[src/rtl/spi_flash_boot_master.sv]
// Boot-time AXI4 initiator for the spi_flash slave port.
// Optionally writes the QSPI-switch register, then reads a contiguous flash region in INCR
// bursts (split at BURST_MAX and at 4 KB boundaries) and streams the beats out.
module spi_flash_boot_master #(
  parameter int unsigned     DW        = 128,
  parameter int unsigned     AW        = 32,
  parameter int unsigned     IDW       = 8,
  parameter logic [IDW-1:0]  TXN_ID    = '0,
  parameter logic [AW-1:0]   CFG_ADDR  = '0,
  parameter int unsigned     BURST_MAX = 16
) (
  input  logic              boot_aclk,
  input  logic              boot_areset,
  // Job control
  input  logic              boot_start,
  input  logic              boot_qspi_en,
  input  logic [AW-1:0]     boot_base_addr,
  input  logic [15:0]       boot_num_beats,
  output logic              boot_busy,
  output logic              boot_done,
  output logic              boot_err,
  // Output stream
  output logic [DW-1:0]     boot_out_data,
  output logic              boot_out_valid,
  input  logic              boot_out_ready,
  output logic              boot_out_last,
  // AXI write address
  output logic [IDW-1:0]    boot_awid,
  output logic [AW-1:0]     boot_awaddr,
  output logic [7:0]        boot_awlen,
  output logic [2:0]        boot_awsize,
  output logic [1:0]        boot_awburst,
  output logic              boot_awlock,
  output logic [3:0]        boot_awcache,
  output logic              boot_awvalid,
  input  logic              boot_awready,
  // AXI write data
  output logic [DW-1:0]     boot_wdata,
  output logic [DW/8-1:0]   boot_wstrb,
  output logic              boot_wlast,
  output logic              boot_wvalid,
  input  logic              boot_wready,
  // AXI write response
  input  logic [IDW-1:0]    boot_bid,
  input  logic [1:0]        boot_bresp,
  input  logic              boot_bvalid,
  output logic              boot_bready,
  // AXI read address
  output logic [IDW-1:0]    boot_arid,
  output logic [AW-1:0]     boot_araddr,
  output logic [7:0]        boot_arlen,
  output logic [2:0]        boot_arsize,
  output logic [1:0]        boot_arburst,
  output logic              boot_arlock,
  output logic [3:0]        boot_arcache,
  output logic              boot_arvalid,
  input  logic              boot_arready,
  // AXI read data
  input  logic [IDW-1:0]    boot_rid,
  input  logic [DW-1:0]     boot_rdata,
  input  logic [1:0]        boot_rresp,
  input  logic              boot_rlast,
  input  logic              boot_rvalid,
  output logic              boot_rready
);

  localparam int unsigned NB       = DW / 8;
  localparam int unsigned LSB      = $clog2(NB);
  localparam int unsigned BEATS_4K = 4096 / NB;

  localparam logic [2:0] S_IDLE    = 3'd0;
  localparam logic [2:0] S_CFG_AW  = 3'd1;
  localparam logic [2:0] S_CFG_W   = 3'd2;
  localparam logic [2:0] S_CFG_B   = 3'd3;
  localparam logic [2:0] S_RD_AR   = 3'd4;
  localparam logic [2:0] S_RD_DATA = 3'd5;
  localparam logic [2:0] S_DONE    = 3'd6;

  // Config write payload: value 0x01 in the top byte lane only.
  localparam logic [DW-1:0] CFG_WDATA = {8'h01, {(DW-8){1'b0}}};
  localparam logic [NB-1:0] CFG_WSTRB = {1'b1, {(NB-1){1'b0}}};

  logic [2:0]    r_state;
  logic [AW-1:0] r_addr;
  logic [15:0]   r_remaining;
  logic [8:0]    r_len;
  logic [8:0]    r_cnt;
  logic          r_err;

  logic [12:0]   w_bnd_beats;
  logic [16:0]   w_len_full;
  logic [8:0]    w_len;
  logic          w_in_aw;
  logic          w_in_w;
  logic          w_in_ar;
  logic          w_in_rd;
  logic          w_r_hs;
  logic          w_cnt_last;
  logic          w_beat_err;
  logic          w_err_now;
  logic [15:0]   w_rem_next;
  logic          w_unused;

  // Burst length: smallest of beats remaining, BURST_MAX and beats left in the current 4 KB page.
  always_comb begin
    w_bnd_beats = 13'(BEATS_4K) - 13'(r_addr[11:LSB]);
    w_len_full  = {1'b0, r_remaining};
    if (w_len_full > 17'(BURST_MAX)) begin
      w_len_full = 17'(BURST_MAX);
    end
    if (w_len_full > 17'(w_bnd_beats)) begin
      w_len_full = 17'(w_bnd_beats);
    end
    w_len = w_len_full[8:0];
  end

  assign w_in_aw = (r_state == S_CFG_AW);
  assign w_in_w  = (r_state == S_CFG_W);
  assign w_in_ar = (r_state == S_RD_AR);
  assign w_in_rd = (r_state == S_RD_DATA);

  // Per-beat bookkeeping; the beat counter, not rlast, decides where a burst ends.
  assign w_r_hs     = w_in_rd & boot_rvalid & boot_out_ready;
  assign w_cnt_last = (r_cnt == 9'd1);
  assign w_beat_err = (boot_rresp != 2'b00) | (boot_rlast != w_cnt_last);
  assign w_err_now  = r_err | w_beat_err;
  assign w_rem_next = r_remaining - 16'(r_len);

  // Job sequencer and datapath registers.
  always_ff @(posedge boot_aclk) begin
    if (boot_areset) begin
      r_state     <= S_IDLE;
      r_addr      <= '0;
      r_remaining <= '0;
      r_len       <= '0;
      r_cnt       <= '0;
      r_err       <= 1'b0;
    end else begin
      case (r_state)
        S_IDLE: begin
          if (boot_start) begin
            r_addr      <= boot_base_addr;
            r_remaining <= boot_num_beats;
            r_err       <= 1'b0;
            if (boot_qspi_en) begin
              r_state <= S_CFG_AW;
            end else if (boot_num_beats != 16'd0) begin
              r_state <= S_RD_AR;
            end else begin
              r_state <= S_DONE;
            end
          end
        end
        S_CFG_AW: begin
          if (boot_awready) begin
            r_state <= S_CFG_W;
          end
        end
        S_CFG_W: begin
          if (boot_wready) begin
            r_state <= S_CFG_B;
          end
        end
        S_CFG_B: begin
          if (boot_bvalid) begin
            if (boot_bresp != 2'b00) begin
              r_err   <= 1'b1;
              r_state <= S_DONE;
            end else if (r_remaining == 16'd0) begin
              r_state <= S_DONE;
            end else begin
              r_state <= S_RD_AR;
            end
          end
        end
        S_RD_AR: begin
          if (boot_arready) begin
            r_len   <= w_len;
            r_cnt   <= w_len;
            r_state <= S_RD_DATA;
          end
        end
        S_RD_DATA: begin
          if (w_r_hs) begin
            r_cnt <= r_cnt - 9'd1;
            if (w_beat_err) begin
              r_err <= 1'b1;
            end
            if (w_cnt_last) begin
              r_addr      <= r_addr + (AW'(r_len) << LSB);
              r_remaining <= w_rem_next;
              // Errors only take effect at a burst boundary.
              if ((w_rem_next == 16'd0) || w_err_now) begin
                r_state <= S_DONE;
              end else begin
                r_state <= S_RD_AR;
              end
            end
          end
        end
        S_DONE: begin
          r_state <= S_IDLE;
        end
        default: begin
          r_state <= S_IDLE;
        end
      endcase
    end
  end

  // Channel outputs decoded from the registered state; payloads are zero outside their phase.
  always_comb begin
    boot_awid      = TXN_ID;
    boot_awvalid   = w_in_aw;
    boot_awaddr    = w_in_aw ? CFG_ADDR : '0;
    boot_awlen     = 8'd0;
    boot_awsize    = w_in_aw ? 3'(LSB) : 3'd0;
    boot_awburst   = w_in_aw ? 2'b01 : 2'b00;
    boot_awlock    = 1'b0;
    boot_awcache   = 4'd0;

    boot_wvalid    = w_in_w;
    boot_wdata     = w_in_w ? CFG_WDATA : '0;
    boot_wstrb     = w_in_w ? CFG_WSTRB : '0;
    boot_wlast     = w_in_w;

    boot_bready    = (r_state == S_CFG_B);

    boot_arid      = TXN_ID;
    boot_arvalid   = w_in_ar;
    boot_araddr    = w_in_ar ? r_addr : '0;
    boot_arlen     = w_in_ar ? 8'(w_len - 9'd1) : 8'd0;
    boot_arsize    = w_in_ar ? 3'(LSB) : 3'd0;
    boot_arburst   = w_in_ar ? 2'b01 : 2'b00;
    boot_arlock    = 1'b0;
    boot_arcache   = 4'd0;

    boot_rready    = w_in_rd & boot_out_ready;
    boot_out_valid = w_in_rd & boot_rvalid;
    boot_out_data  = w_in_rd ? boot_rdata : '0;
    // Final beat of the job: last beat of a burst that ends the job, by count or by error.
    boot_out_last  = w_in_rd & boot_rvalid & w_cnt_last & ((w_rem_next == 16'd0) | w_err_now);

    boot_busy      = (r_state != S_IDLE);
    boot_done      = (r_state == S_DONE);
    boot_err       = r_err;
  end

  assign w_unused = ^{boot_bid, boot_rid, w_len_full[16:9]};

endmodule
[config.mk]
export PLATFORM = sky130hd
export DESIGN_NAME = spi_flash_boot_master
export DESIGN_NICKNAME = d
export VERILOG_FILES = /design/src/rtl/spi_flash_boot_master.sv
export SDC_FILE = /design/constraint.sdc
export NUM_CORES = 1
export LEC_CHECK = 0
export CAP_MARGIN = 20
export CORE_AREA = 8 8 227 229
export CTS_BUF_LIST = sky130_fd_sc_hd__clkbuf_16
export DETAILED_ROUTE_END_ITERATION = 10
export DIE_AREA = 0 0 235 237
export PLACE_DENSITY_LB_ADDON = 0.12
export SLEW_MARGIN = 20
export SYNTH_ARGS = -nofsm -noshare
export SYNTH_HDL_FRONTEND = slang
export SYNTH_SLANG_ARGS = --single-unit
[constraint.sdc]
create_clock -name boot_aclk -period 4.9 [get_ports boot_aclk]
set_input_delay 0.98 -clock boot_aclk [delete_from_list [all_inputs] [get_ports boot_aclk]]
set_output_delay 0.98 -clock boot_aclk [all_outputs]
set_load 0.02 [all_outputs]
[After elaboration in Yosys (flattened, before gate mapping)]
Cells that the tools add are included.
Storage, ports and cells
  bits in latches: 0
  memories: 0
  bits in read-only memories: 0
  memory bits (writable): 0
  input port bits: 207
  bits in registers: 70
  output and inout bits: 399
Cells by class
  $lt $le $gt $ge: 2
  div/mod/pow operators: 0
  muxes and demuxes: 41
  $add $sub $neg: 5
  equal/unequal tests: 17
  bitwise operators: 8
  reductions and logical operators: 16
  multipliers: 0
  shift operators: 0
Operators by type and width (count)
  $mux 128: 1
  $mux 32: 4
  $mux 121: 1
  $mux 16: 5
  $pmux 32 s2: 1
  $add 32x13->32: 1
  $logic_not 16->1: 2
  $pmux 16 s2: 1
  $mux 3: 10
  $mux 9: 3
  $pmux 3 s6: 1
  $pmux 9 s2: 1
  $gt 16x13->1: 1
  $gt 16x5->1 const B: 1
  $reduce_bool 16->1: 1
  $sub 16x9->16: 1
  $ne 2x2->1 const B: 5
  $sub 9x8->10 const A: 1
  $eq 3x3->1 const B: 3
  $eq 9x1->1 const B: 1
  $sub 9x1->9 const B: 1
  $mux 2: 4
  $mux 8: 1
  $ne 2x1->1 const B: 4
  other kinds (17): 34

[Logic depth before layout (Yosys ltp)]
  word-level depth: 9
  depth in mapped cells: 18
  mapped depth without buffers: 16

[Least setup slack after synthesis]
Ideal clock, no wire load.
  path kind: register to output
  from: reg r_remaining[0]
  to: out boot_arlen[6]
  arrival time: 3.377 ns
  required time: 3.920 ns
  stages on the path, launching flop included: 15
  setup slack: 0.543 ns
  path buffers: 1
  path through: dfxtp_1 or4_1 a21oi_1 and2_1 ha_1 nor2b_1 o211ai_1 a21o_1 a21oi_2 buf_2 mux2i_1 ha_1 nor3b_1 xnor2_1 nor2_1
On the way
  word-level cells in the longest chain between the ends: 6
Ends and longest elaborated chain
  start: declaration: line 85  | logic [15:0] r_remaining;
  start signal: assignment: line 143  | r_remaining <= boot_num_beats;
  start signal: assignment: line 191  | r_remaining <= w_rem_next;
  $gt 16x5->1: line 108  | if (w_len_full > 17'(BURST_MAX)) begin
  $mux 16 (*): line 108
  $gt 16x13->1: line 111  | if (w_len_full > 17'(w_bnd_beats)) begin
  $mux 9 (*): line 111
  $sub 8x1->8 (*): line 232  | boot_arlen = w_in_ar ? 8'(w_len - 9'd1) : 8'd0;
  $mux 8 (*): line 232
  end: declaration: line 51  | output logic [7:0] boot_arlen,
Mark *: on every way between the ends. The rest lies on a longest branch, timed or not.

[Worst setup path in the final report]
  from: reg r_remaining[0]
  to: out boot_arlen[4]
The elaborated chain is that of the path after synthesis.

==> metrics.md <==
| Metric | Value |
|---|---|
| Die W | 235 um |
| Max-slew violation count | 0 |
| Startpoint types | register |
| Clk sinks | 70 |
| Max Used Layer | met5 |
| Largest net degree at the start of global routing | 133 |
| Worst Hold Launch | r_addr[0] |
| Reg2reg setup slack | 1.49 ns |
| DR iter-0 viols | 767 |
| Vias in the first global route | 8705 |
| Clock Tree Root | clkbuf_16 |
| Mapped Cells | 1134 |
| Outcome | completed |
| Drt pass-1 iters | 5 |
| Final Hold Viols | 0 |
| PortBufs | 375 |
| Placed Cells | 2088 |
| Post-synth top cells | buf_4 (222), and3_1 (138), nor2_1 (88) |
| R2r startpoint | r_len[0] |
| Crit end category | output port |
| Final #Nets | 1721 |
| Distinct cells, synth | 80 |
| CP delay by family, top | simple AND/OR/NAND/NOR gates |
| Design Area, Final | 12200 um^2 |
| Core box area | 48100 um^2 |
| RSZ-0062 raised after global routing | true |
| Final setup skew | 0.0148 ns |
| Total GRT Usage | 0.158 |
| Metal2 WL | 20.2 mm |
| Warnings, synthesis | 0 |
| Reg2reg end | r_addr[26] |
| Antenna-violating nets left | 0 |
| DIE AREA | 55700 um^2 |
| Placed cell areas | 11800 um^2 |
| Met3 routed WL | 3.50 mm |
| First-pass GRT wire length | 65.6 mm |
| Tcrit/Tclk final | 0.962 |
| Reg clk slew, reported paths | 0.06 ns |
| Layout area overhead | 50.1% |
| WS Path Type | register to output port |
| CTS H-tree depth | 3 |
| EDFF count, synth | 0 |
| CTS tree | yes |
| Yosys reg bits | 70 |
| Leak | 5.35 nW |
| Ranking of synthesized cells by area | buf_4 (20%), dfxtp_1 (17%), and3_1 (11%) |
| Ys flop type | dfxtp_1 |
| Wire per inst | 22.1 um |
| Initial core utilization | 0.169 |
| WP data required | 3.92 ns |
| FP Rows | 81 |
| HP Class | register to register |
| Worst-Margin Slew | 0.910 ns |
| Worst slew margin | 0.393 |
| Yosys top cell area share | 0.205 |
| Routed WL | 46.7 mm |
| CTS max path bufs | 2 |
| Routability cong. | 0.857 |
| Chip Height | 237 um |
| Worst skew pair latency | 0.36 ns |
| Final setup vio count | 0 |
| Max IR drop VDD | 163 uV |
| Total gr overflow | 0 |
| Asr flop ratio synth | 0 |
| Worst reg-to-reg path cell count | 11 |
| DR vias | 8748 |
| Hold Path Depth | 2 |
| Area of the mapped netlist | 8140 um^2 |
| Worst path max stage delay | 0.59 ns |
| Routed vias/inst | 4.14 |
| Ordered cell list for the critical path | or4_1, a21oi_4, and2_4, ha_1, nor2b_1, o211ai_1, a21o_1, a21oi_4, buf_4, mux2i_4, ha_1, buf_4, nand2_1, xnor2_1, nor2_1, buf_4 |
| I/O Pins | 606 |
| Syn_area_per_cell | 7.18 um^2 |
| CP max stage cell | or4_1 |
| Hold EP | r_addr[0] |
| Max cap viols | 0 |
| Worst path arrival time | 3.73 ns |
| Final non-filler cell total | 2114 |
| Most used cell, CP | buf_4 |
| HPWL Detailed | 39.1 mm |
| CTS Hold Bufs | 0 |
| Count leader, synth | buf_4 |
| Share of layout cells above drive strength 1 | 0.0626 |
| FMAX | 212 MHz |
| Num CTS Buffers | 9 |
| Post-synthesis sequential area ratio | 0.172 |
| Number of fill cells | 5377 |
| DR DRC count | 0 |
| DRT met1 WL | 22.7 mm |
| Post-synth top area cell | buf_4 |
| Final Critical Period | 4.71 ns |
| CP Max Fanout | 5 |
| Initial antenna violation count | 12 |
| Power Density | 445 nW/um^2 |
| Crit path buf inv count | 3 |
## worst min-delay path: stages (launching register included)
cell and delay, ns:
dfxtp_1 0.31, nand2_1 0.05, a21oi_1 0.05
## metal layers
metal / GRT usage / vias up
li1: - / 4246
met1: 0.226 / 4096
met2: 0.236 / 375
met3: 0.0495 / 23
met4: 0.0171 / 8
met5: 0 / -
## cell usage in the layout, fill, tap and decap left out, types with 33 or more instances in the layout
master,n
clkdlybuf4s50_1,365
conb_1,218
and3_1,138
nor2_1,88
nand2_1,86
dfxtp_1,67
a21oi_1,53
buf_4,44
o21ai_0,36
and2_1,35
inv_1,33
## worst max path at each step
stage | from | endpoint | depth (start not counted)
2_1_floorplan | r_remaining[0] | boot_arlen[6] | 14
3_3_place_gp | r_addr[6] | boot_arlen[6] | 13
3_5_place_dp | r_addr[6] | boot_arlen[6] | 13
4_1_cts | r_remaining[0] | boot_out_last | 13
5_1_grt | r_addr[9] | boot_arlen[4] | 15
6_report | r_remaining[0] | boot_arlen[4] | 16
## power breakdown
group	internal [mW]	switching, mW	leakage [nW]
clock	0.388	0.286	0.151
sequential	0.728	0.261	0.576
combinational	1.53	2.24	4.62
total	2.65	2.79	5.35
## sequential cells by signal, summed over array words and instances (netlist names)
signal / flops
r_addr: 32
r_remaining: 16
r_cnt: 9
r_len: 9
r_state: 3
boot_err: 1
## logic make-up after synthesis
group           after synthesis  share of synthesized area
simple gates                469                      0.316
buf+inv                     324                      0.253
compound gates              207                      0.173
flops                        70                      0.172
fa+ha+maj                    33                     0.0526
xor+xnor                     22                     0.0237
mux                           8                     0.0101
other cells                   1                   0.000461
## area by class of cell
cell class | instances | area [um^2] | area share
clock buffer | 9 | 225 | 0.0184
multi-input combinational | 957 | 5590 | 0.458
timing repair buffer | 412 | 4030 | 0.330
tap | 622 | 778 | 0.0637
inverter | 31 | 116 | 0.00952
sequential | 70 | 1410 | 0.115
antenna | 6 | 15.0 | 0.00123
clock inverter | 7 | 58.8 | 0.00481
## through the flow
step / setup slack [ns] / hold slack, ns / util / TNS [ns] / power (mW)
3_5_place_dp: 0.201 / 0.450 / 0.245 / 0 / 4.66
3_3_place_gp: 0.159 / 0.445 / 0.245 / 0 / 4.64
4_1_cts: 0.0272 / 0.459 / 0.252 / 0 / 5.41
2_1_floorplan: 0.543 / 0.432 / - / 0 / 3.39
5_1_grt: -0.0453 / 0.479 / 0.254 / -0.0480 / 5.88
6_report: 0.188 / 0.454 / 0.254 / 0 / 5.44
## what timing repair did
| action | CTS | global route |
|---|---|---|
| pin swaps | 1 | 5 |
| gates resized for setup | 7 | 12 |
| endpoints found under the setup margin | 7 | 9 |
| setup buffers | 1 | 3 |
Power figures use the tool's default switching activity.
